==> src/rtl/timer_arbiter.sv <==
// Round-robin APB master sharing one timer slave among NUM_REQ requesters:
// programs clear/goal/start, polls STATUS until COMPLETE, then cleans up and pulses done.
module timer_arbiter #(
    parameter int                        NUM_REQ         = 4,
    parameter int                        DATA_WIDTH      = 8,
    parameter int                        ADDR_WIDTH      = 32,
    parameter logic [ADDR_WIDTH-1:0]     TIMER_BASE_ADDR = '0,
    parameter int                        POLL_GAP        = 2
) (
    input  logic                            clk,
    input  logic                            reset,
    input  logic [NUM_REQ-1:0]              req,
    input  logic [NUM_REQ*DATA_WIDTH-1:0]   req_ticks,
    output logic [NUM_REQ-1:0]              grant,
    output logic [NUM_REQ-1:0]              done_o,
    output logic [NUM_REQ-1:0]              err_o,
    output logic                            busy,
    output logic [ADDR_WIDTH-1:0]           paddr,
    output logic                            psel,
    output logic                            penable,
    output logic                            pwrite,
    output logic [DATA_WIDTH-1:0]           pwdata,
    input  logic [DATA_WIDTH-1:0]           prdata,
    input  logic                            pready,
    input  logic                            pslverr
);

    localparam int PTR_W   = (NUM_REQ > 1) ? $clog2(NUM_REQ) : 1;
    // psel must drop for at least one clock between polls, so a zero gap still idles once.
    localparam int GAP_LEN = (POLL_GAP < 1) ? 1 : POLL_GAP;
    localparam logic [1:0] ST_COMPLETE = 2'd2;

    typedef enum logic [2:0] {
        S_IDLE, S_ZERO, S_CLR, S_GOAL, S_START, S_POLL, S_GAP, S_FIN
    } state_t;

    // APB handshake: a transfer is SETUP (psel=1, penable=0) then ACCESS (psel=1,
    // penable=1) held until pready; address/direction/data stay fixed throughout and
    // prdata/pslverr are sampled on the pready cycle. PH_IDLE keeps psel low one clock.
    typedef enum logic [1:0] {PH_IDLE, PH_SETUP, PH_ACCESS} phase_t;

    state_t                     state_q, state_d;
    phase_t                     phase_q, phase_d;
    logic [3:0]                 gap_cnt_q, gap_cnt_d;
    logic [NUM_REQ-1:0]         grant_q, grant_d;
    logic [PTR_W-1:0]           owner_q, owner_d;
    logic [DATA_WIDTH-1:0]      ticks_q, ticks_d;
    logic [PTR_W-1:0]           rr_q, rr_d;
    logic [NUM_REQ-1:0]         done_q, done_d;
    logic [NUM_REQ-1:0]         err_q, err_d;

    logic                       win_found;
    logic [PTR_W-1:0]           win_idx;
    logic [PTR_W:0]             cand_sum;
    logic [PTR_W-1:0]           cand;
    logic [DATA_WIDTH-1:0]      win_ticks;
    logic [PTR_W-1:0]           next_rr;
    logic                       owner_req;
    logic                       poll_complete;
    logic                       unused_status_bits;

    // First requester at or after the round-robin pointer, wrapping around.
    always_comb begin
        win_found = 1'b0;
        win_idx   = '0;
        cand_sum  = '0;
        cand      = '0;
        for (int k = 0; k < NUM_REQ; k++) begin
            cand_sum = {1'b0, rr_q} + (PTR_W+1)'(k);
            if (cand_sum >= (PTR_W+1)'(NUM_REQ)) begin
                cand_sum = cand_sum - (PTR_W+1)'(NUM_REQ);
            end
            cand = cand_sum[PTR_W-1:0];
            if (!win_found && req[cand]) begin
                win_found = 1'b1;
                win_idx   = cand;
            end
        end
    end

    assign win_ticks     = req_ticks[win_idx*DATA_WIDTH +: DATA_WIDTH];
    assign next_rr       = (win_idx == PTR_W'(NUM_REQ-1)) ? '0 : win_idx + 1'b1;
    assign owner_req     = req[owner_q];
    assign poll_complete = (prdata[3:2] == ST_COMPLETE);
    assign unused_status_bits = ^{prdata[DATA_WIDTH-1:4], prdata[1:0]};

    // State register
    always_ff @(posedge clk) begin
        if (reset) begin
            state_q   <= S_IDLE;
            phase_q   <= PH_IDLE;
            gap_cnt_q <= '0;
            grant_q   <= '0;
            owner_q   <= '0;
            ticks_q   <= '0;
            rr_q      <= '0;
            done_q    <= '0;
            err_q     <= '0;
        end else begin
            state_q   <= state_d;
            phase_q   <= phase_d;
            gap_cnt_q <= gap_cnt_d;
            grant_q   <= grant_d;
            owner_q   <= owner_d;
            ticks_q   <= ticks_d;
            rr_q      <= rr_d;
            done_q    <= done_d;
            err_q     <= err_d;
        end
    end

    // Next-state logic
    always_comb begin
        state_d   = state_q;
        phase_d   = phase_q;
        gap_cnt_d = gap_cnt_q;
        grant_d   = grant_q;
        owner_d   = owner_q;
        ticks_d   = ticks_q;
        rr_d      = rr_q;
        done_d    = '0;
        err_d     = '0;
        unique case (state_q)
            S_IDLE: begin
                if (win_found) begin
                    grant_d          = '0;
                    grant_d[win_idx] = 1'b1;
                    owner_d          = win_idx;
                    ticks_d          = win_ticks;
                    rr_d             = next_rr;
                    phase_d          = PH_SETUP;
                    state_d          = (win_ticks == '0) ? S_ZERO : S_CLR;
                end
            end
            S_ZERO: begin
                // Zero delay completes without touching the timer.
                if (owner_req) begin
                    done_d[owner_q] = 1'b1;
                end
                grant_d = '0;
                phase_d = PH_IDLE;
                state_d = S_IDLE;
            end
            S_CLR, S_GOAL, S_START, S_POLL: begin
                unique case (phase_q)
                    PH_IDLE: begin
                        phase_d = PH_SETUP;
                        if (!owner_req) begin
                            state_d = S_FIN;
                        end
                    end
                    PH_SETUP: phase_d = PH_ACCESS;
                    default: begin
                        if (pready) begin
                            phase_d = PH_IDLE;
                            if (!owner_req) begin
                                state_d = S_FIN;
                            end else if (pslverr) begin
                                err_d[owner_q] = 1'b1;
                                state_d        = S_FIN;
                            end else begin
                                unique case (state_q)
                                    S_CLR:   state_d = S_GOAL;
                                    S_GOAL:  state_d = S_START;
                                    S_START: state_d = S_POLL;
                                    default: begin
                                        if (poll_complete) begin
                                            done_d[owner_q] = 1'b1;
                                            state_d         = S_FIN;
                                        end else begin
                                            gap_cnt_d = 4'(GAP_LEN - 1);
                                            state_d   = S_GAP;
                                        end
                                    end
                                endcase
                            end
                        end
                    end
                endcase
            end
            S_GAP: begin
                if (!owner_req) begin
                    state_d = S_FIN;
                    phase_d = PH_SETUP;
                end else if (gap_cnt_q == '0) begin
                    state_d = S_POLL;
                    phase_d = PH_SETUP;
                end else begin
                    gap_cnt_d = gap_cnt_q - 1'b1;
                end
            end
            S_FIN: begin
                // Cleanup write; its pslverr is deliberately ignored.
                unique case (phase_q)
                    PH_IDLE:  phase_d = PH_SETUP;
                    PH_SETUP: phase_d = PH_ACCESS;
                    default: begin
                        if (pready) begin
                            grant_d = '0;
                            phase_d = PH_IDLE;
                            state_d = S_IDLE;
                        end
                    end
                endcase
            end
            default: begin
                state_d = S_IDLE;
                phase_d = PH_IDLE;
            end
        endcase
    end

    // Output logic
    always_comb begin
        psel    = 1'b0;
        penable = 1'b0;
        pwrite  = 1'b0;
        paddr   = '0;
        pwdata  = '0;
        if ((state_q inside {S_CLR, S_GOAL, S_START, S_POLL, S_FIN}) && (phase_q != PH_IDLE)) begin
            psel    = 1'b1;
            penable = (phase_q == PH_ACCESS);
            unique case (state_q)
                S_GOAL: begin
                    paddr  = TIMER_BASE_ADDR + ADDR_WIDTH'(1);
                    pwrite = 1'b1;
                    pwdata = ticks_q;
                end
                S_START: begin
                    paddr  = TIMER_BASE_ADDR;
                    pwrite = 1'b1;
                    pwdata = DATA_WIDTH'(1);
                end
                S_POLL: begin
                    paddr  = TIMER_BASE_ADDR;
                    pwrite = 1'b0;
                end
                default: begin
                    paddr  = TIMER_BASE_ADDR;
                    pwrite = 1'b1;
                    pwdata = '0;
                end
            endcase
        end
    end

    assign grant  = grant_q;
    assign done_o = done_q;
    assign err_o  = err_q;
    assign busy   = |grant_q;

endmodule

==> config.mk <==
export PLATFORM = sky130hd
export DESIGN_NAME = timer_arbiter
export DESIGN_NICKNAME = d
export VERILOG_FILES = /design/src/rtl/timer_arbiter.sv
export SDC_FILE = /design/constraint.sdc
export NUM_CORES = 1
export LEC_CHECK = 0
export ABC_CLOCK_PERIOD_IN_PS = 2900
export CORE_MARGIN = 4
export CORE_UTILIZATION = 38
export DETAILED_ROUTE_END_ITERATION = 10
export PLACE_DENSITY = 0.77
export SYNTH_ARGS = -nofsm -noshare
export SYNTH_HDL_FRONTEND = slang
export SYNTH_SLANG_ARGS = --single-unit
==> constraint.sdc <==
create_clock -name clk -period 2.9 [get_ports clk]
set_input_delay 0.725 -clock clk [delete_from_list [all_inputs] [get_ports clk]]
set_output_delay 0.725 -clock clk [all_outputs]
set_load 0.01 [all_outputs]
==> impl_metrics.py, run 1 <==
metrics = {
    "critical_path": {
        "crit_required_ps": 2170,
        "path_class": "flop to primary output",
        "critPathCaptureType": "primary output",
        "crit_fanout": 4,
        "worstPathArrival_ps": 2040,
        "crit_path_start_kind": "flop",
    },
    "flow_run": {
        "maxCapViolations": 0,
    },
    "place": {
        "dp_cells": 464,
        "place.gp.congestion": 0.8864,
        "numPortBuffers": 66,
        "dp_hpwl_mm": 4.841,
    },
    "yosys": {
        "ys_warn_count": 0,
        "synth_cell_type_count": 56,
        "syn_avg_cell_area_sq_um": 7.539,
        "synth_flop_cell": "dfxtp_1",
        "synth_top_area_share": 0.2827,
        "synth-seq-cells": 33,
        "yosysSeqAreaShare": 0.2827,
        "synthArstFlopShare": 0,
        "synth-edff-count": 0,
        "synth.largest_area_cell": "dfxtp_1",
        "syn-cell-area_sq_um": 2337,
        "synth.area.top_cells": "dfxtp_1 28%, buf_4 10%, nand2_1 7.4%",
        "netlist_top_cells_count": "46 x nand2_1, 33 x a21oi_1, 33 x dfxtp_1",
        "syn-instance-count": 310,
        "synth_most_common_cell": "nand2_1",
    },
    "clock_network": {
        "cts_made_buffers": 5,
        "ctsHoldBuffers": 0,
        "clock_latency_ps": 290,
        "clk_pin_slew_ps": 70,
        "cts_tree": "built",
        "clock_sinks": 33,
        "htree_levels": 2,
        "cts_buffer_depth": 2,
        "cts-root-buf": "clkbuf_8",
    },
    "routing": {
        "drc": 0,
        "wire_per_inst_um": 12.85,
        "firstDrtPassIters": 4,
        "vias_per_cell": 5.063,
        "drt_iter0_drc": 156,
        "num_vias": 2415,
        "final_antenna_net_count": 0,
        "drt_wl_total_mm": 6.130,
    },
    "die": {
        "die-area_sq_um": 7469,
        "start_util": 0.3924,
        "core_area_sq_um": 5956,
        "pin_count": 104,
        "die_w_um": 86.43,
        "row_count": 28,
        "die_h_um": 86.43,
    },
    "layout": {
        "fin_nets": 455,
        "fillers": 594,
        "antennaDiodeCount": 0,
        "drive_above_1_share": 0.1617,
        "area_growth_pct": 42.29,
        "fin_cells": 477,
    },
    "timing": {
        "tns_ps": 0,
        "max_freq_ghz": 0.3610,
        "tightest_slew_ps": 590.6,
        "min_period_ps": 2770,
        "fin_crit_sh": 0.9551,
        "slew_headroom": 0.6050,
        "hold_violations": 0,
        "skew_ps": 8.188,
        "slew_violations": 0,
        "finalSetupViolCount": 0,
    },
    "global_route": {
        "use_met3": 0.03802,
        "grtUsageTotal": 0.1648,
        "grt_pass1_wl_mm": 9.970,
        "overflow": 0,
        "grt_pass1_vias": 2215,
        "grt_max_degree": 17,
        "met1_usage": 0.2075,
        "antenna_found_initial": 0,
        "grt_use_met2": 0.2775,
        "busiest_layer": "met2",
    },
    "power": {
        "leakage_nw": 1.426,
        "p_per_area_nw_per_um2": 845.4,
        "ir_drop_uv": 348.1,
    },
    "run_status": {
        "outcome": "finished clean",
    },
    "hold_path": {
        "hp-class": "flop to flop",
    },
}
-- layout by cell type, fill, tap and decap left out, drive strengths merged, types with 7 or more instances in the layout --
cell	count
buf	32
clkbuf	8
and2	9
nor3	7
a21oi	34
clkdlybuf4s50	56
inv	14
conb	31
o21ai	10
nand2	46
nand3	11
a22oi	7
nor2	30
mux2i	8
dfxtp	33
-- layout make-up --
| cell class | instances | area (sq um) | area share |
|---|---|---|---|
| multi-input cells | 249 | 1489 | 0.4477 |
| repair buffers | 98 | 907.1 | 0.2728 |
| flip-flops and latches | 33 | 661.9 | 0.1990 |
| well taps | 75 | 93.84 | 0.02822 |
| clock buffers | 7 | 86.33 | 0.02596 |
| inverters | 14 | 57.56 | 0.01731 |
| clock inverters | 1 | 30.03 | 0.009029 |
-- sequential cells by signal (all words and copies together) (netlist names) --
name       flops
rr_q           2
state_q        3
gap_cnt_q      4
done_o         4
owner_q        2
ticks_q        8
phase_q        2
grant          4
err_o          4
-- cells by family (layout without fill, tap and decap cells) --
| kind of cell | Yosys count | count (layout) | synth area share |
|---|---|---|---|
| and+or+nand+nor | 130 | 130 | 0.2773 |
| adders and majority gates | 6 | 6 | 0.03212 |
| other | 1 | 31 | 0.001604 |
| buffers and inverters | 58 | 120 | 0.1531 |
| muxes | 9 | 9 | 0.04390 |
| AOI/OAI and AO/OA | 73 | 73 | 0.2093 |
| DFF | 33 | 33 | 0.2827 |
-- report_power, final --
group	internal (W)	switching (W)	total [W]
clock	0.000280	0.000166	0.000446
sequential	0.000573	0.0000998	0.000673
combinational	0.000785	0.000908	0.00169
-- critical path, cell delays in order, from the launching register on --
cell	delay [ps]
dfxtp_2	350
inv_1	70
ha_1	300
nand2_2	110
nand2_4	70
nor4_4	170
buf_4	170
buf_4	100
buf_4	90
and2_1	110
clkdlybuf4s15_2	210
-- layer usage --
layer | part of all wire | vias up | routed length [um]
li1 | - | 1200 | -
met1 | 0.42 | 1118 | 2560
met2 | 0.49 | 93 | 2987
met3 | 0.088 | 4 | 542
met4 | 0.0065 | 0 | 40
met5 | 0 | - | 0
-- repair_timing --
item | in CTS | in global routing
setup endpoints to repair | 8 | 10
buffers inserted | 4 | 1
resized for setup | 14 | 10
hold endpoints to repair | 0 | 0
pin swaps | 1 | 3
-- final timing paths --
kind | end | start | depth (start not counted) | slack, ps
min reg2reg | ticks_q[4] | ticks_q[4] | 2 | 450
max reg2reg | state_q[1] | rr_q[0] | 7 | 750
max | pwdata[4] | state_q[2] | 10 | 130
min | ticks_q[4] | ticks_q[4] | 2 | 450
-- per-stage QoR --
step	utilization	hold slack, ps	setup slack (ps)	area (sq um)	total power (W)
2_1_floorplan	-	431.7	93.40	2466	0.001746
3_3_place_gp	0.5263	442.1	-195.2	3134	0.002273
3_5_place_dp	0.5263	444.8	-243.2	3134	0.002298
4_1_cts	0.5515	454.6	-32.16	3284	0.002773
5_1_grt	0.5584	467.1	-2.380	3326	0.003047
6_report	0.5584	449.1	130.3	3326	0.002812
No activity file was read; power rests on OpenSTA's default activity.
==> run 2: changes to the inputs <==
SKIP_LAST_GASP = 1   (was unset)
==> impl_metrics.py, run 2 (synthesized netlist as in run 1, its figures left out) <==
metrics = {
    "routing": {
        "drc": 0,
        "drt_iter0_drc": 127,
        "num_vias": 2384,
        "wire_per_inst_um": 12.81,
        "vias_per_cell": 5.008,
        "drt_wl_total_mm": 6.099,
        "final_antenna_net_count": 0,
        "firstDrtPassIters": 4,
    },
    "clock_network": {
        "clk_pin_slew_ps": 70,
        "cts-root-buf": "clkbuf_8",
        "cts_made_buffers": 5,
        "htree_levels": 2,
        "clock_sinks": 33,
        "cts_tree": "built",
        "cts_buffer_depth": 2,
        "clock_latency_ps": 290,
    },
    "die": {
        "row_count": 28,
        "die_w_um": 86.43,
        "die_h_um": 86.43,
        "die-area_sq_um": 7469,
        "pin_count": 104,
        "start_util": 0.3924,
        "core_area_sq_um": 5956,
    },
    "layout": {
        "fin_nets": 454,
        "antennaDiodeCount": 0,
        "max_flop_register": "ticks_q",
        "final_cell_area_sq_um": 3311,
        "final_common_cell": "clkdlybuf4s50_1",
        "largest_register_ffs": 8,
        "drive_above_1_share": 0.1596,
        "final_cell_mix": "56 x clkdlybuf4s50_1, 44 x nand2_1, 33 x a21oi_1",
        "area_growth_pct": 41.65,
        "fillers": 596,
    },
    "flow_run": {
        "maxCapViolations": 0,
    },
    "critical_path": {
        "cp_cell_sequence": "inv_1 -> ha_1 -> nand2_2 -> nand2_2 -> nor4_4 -> buf_4 -> buf_4 -> and2_1 -> dlygate4sd2_1",
        "startpoint": "state_q[2]",
        "rr_startpoint": "rr_q[0]",
        "crit_path_start_kind": "flop",
        "path_buf_inv": 4,
        "ff2ff_path_depth": 7,
        "worstPathArrival_ps": 2020,
        "crit_slowest_cell": "dfxtp_2",
        "critPathCaptureType": "primary output",
        "critPathTopFamily": "buffers and inverters",
        "regToRegSetupSlack_ps": 740,
        "crit_path_max_incr_delay_ps": 340,
        "timing.rr.end": "state_q[1]",
        "crit_required_ps": 2170,
        "path_class": "flop to primary output",
        "crit_fanout": 4,
    },
    "power": {
        "seq_power_share": 0.242,
        "internal_power_w": 0.001620,
        "p_sw_frac": 0.4170,
        "switchingPower_w": 0.001159,
        "p_clk_frac": 0.160,
        "p_comb_frac": 0.598,
        "p_per_area_nw_per_um2": 839.3,
        "leakage_nw": 1.430,
        "ir_drop_uv": 347.3,
        "fin_total_pwr_w": 0.002778,
    },
    "timing": {
        "slew_violations": 0,
        "hold_ws_ps": 449.9,
        "hold_violations": 0,
        "skew_ps": 8.191,
        "slew_headroom": 0.5907,
        "fin_crit_sh": 0.9476,
        "min_period_ps": 2748,
        "tightest_slew_ps": 612.1,
        "finalSetupViolCount": 0,
        "max_freq_ghz": 0.3639,
    },
    "global_route": {
        "overflow": 0,
        "met1_usage": 0.2069,
        "grt_pass1_wl_mm": 9.963,
        "use_met3": 0.03802,
        "grtUsageTotal": 0.1646,
        "busiest_layer": "met2",
        "grt_use_met2": 0.2775,
        "grt_max_degree": 17,
        "antenna_found_initial": 0,
        "grt_pass1_vias": 2215,
    },
    "place": {
        "numPortBuffers": 66,
        "dp_hpwl_mm": 4.841,
        "place.gp.congestion": 0.8864,
        "postPlaceCellArea_sq_um": 3134,
    },
    "hold_path": {
        "hp-class": "flop to flop",
        "hold_start": "ticks_q[4]",
        "holdPathStages": 2,
        "min_to": "ticks_q[4]",
    },
    "run_status": {
        "outcome": "finished clean",
    },
}
-- run 2: power groups by stage --
stage	clock [W]	sequential, W	combinational, W
6_report	0.000444	0.000672	0.00166
3_5_place_dp	0	0.000678	0.00162
4_1_cts	0.000457	0.000668	0.00164
3_3_place_gp	0	0.000671	0.00160
5_1_grt	0.000470	0.000692	0.00186
2_1_floorplan	0	0.000657	0.00109
-- run 2: stage by stage --
step	setup slack (ps)	utilization	cells	TNS [ps]
after floorplan	93.40	-	340	0
after global placement	-195.2	0.5263	464	-674.2
after detailed placement	-243.2	0.5263	464	-1133
after CTS	-145.9	0.5504	476	-246.6
after global routing	-2.380	0.5559	476	-2.380
final	152.0	0.5559	476	0
-- run 2: worst min-delay path: cells and delay by family (launching register included) --
family / cells / cell delay (ps)
simple gates: 1 / 50
flops: 1 / 300
compound gates: 1 / 50
-- run 2: what timing repair did --
item / CTS / global route
endpoints found under the setup margin: 8 / 11
gates cloned: 0 / 0
hold buffers: 0 / 0
gates resized for setup: 10 / 13
setup buffers: 4 / 0
pin swaps: 1 / 2
-- run 2: worst max-delay path by stage --
stage	cells after the start	end	slack [ps]
6_report	9	pwdata[3]	150
3_3_place_gp	9	state_q[1]	-200
3_5_place_dp	9	state_q[1]	-240
5_1_grt	9	state_q[1]	-2
2_1_floorplan	9	pwdata[1]	90
4_1_cts	8	pwdata[5]	-150
-- run 2: per-layer routing --
layer,routed length [um],vias to the layer above
met5,0,-
met4,40,0
met3,499,4
met2,3008,81
met1,2551,1102
li1,-,1197
-- run 2: final cells by class --
cell class,count,area [sq um],area share
clock inverters,1,30.03,0.009070
multi-input cells,249,1484,0.4482
inverters,14,57.56,0.01738
clock buffers,7,86.33,0.02608
well taps,75,93.84,0.02834
flip-flops and latches,33,661.9,0.1999
repair buffers,97,897.1,0.2710
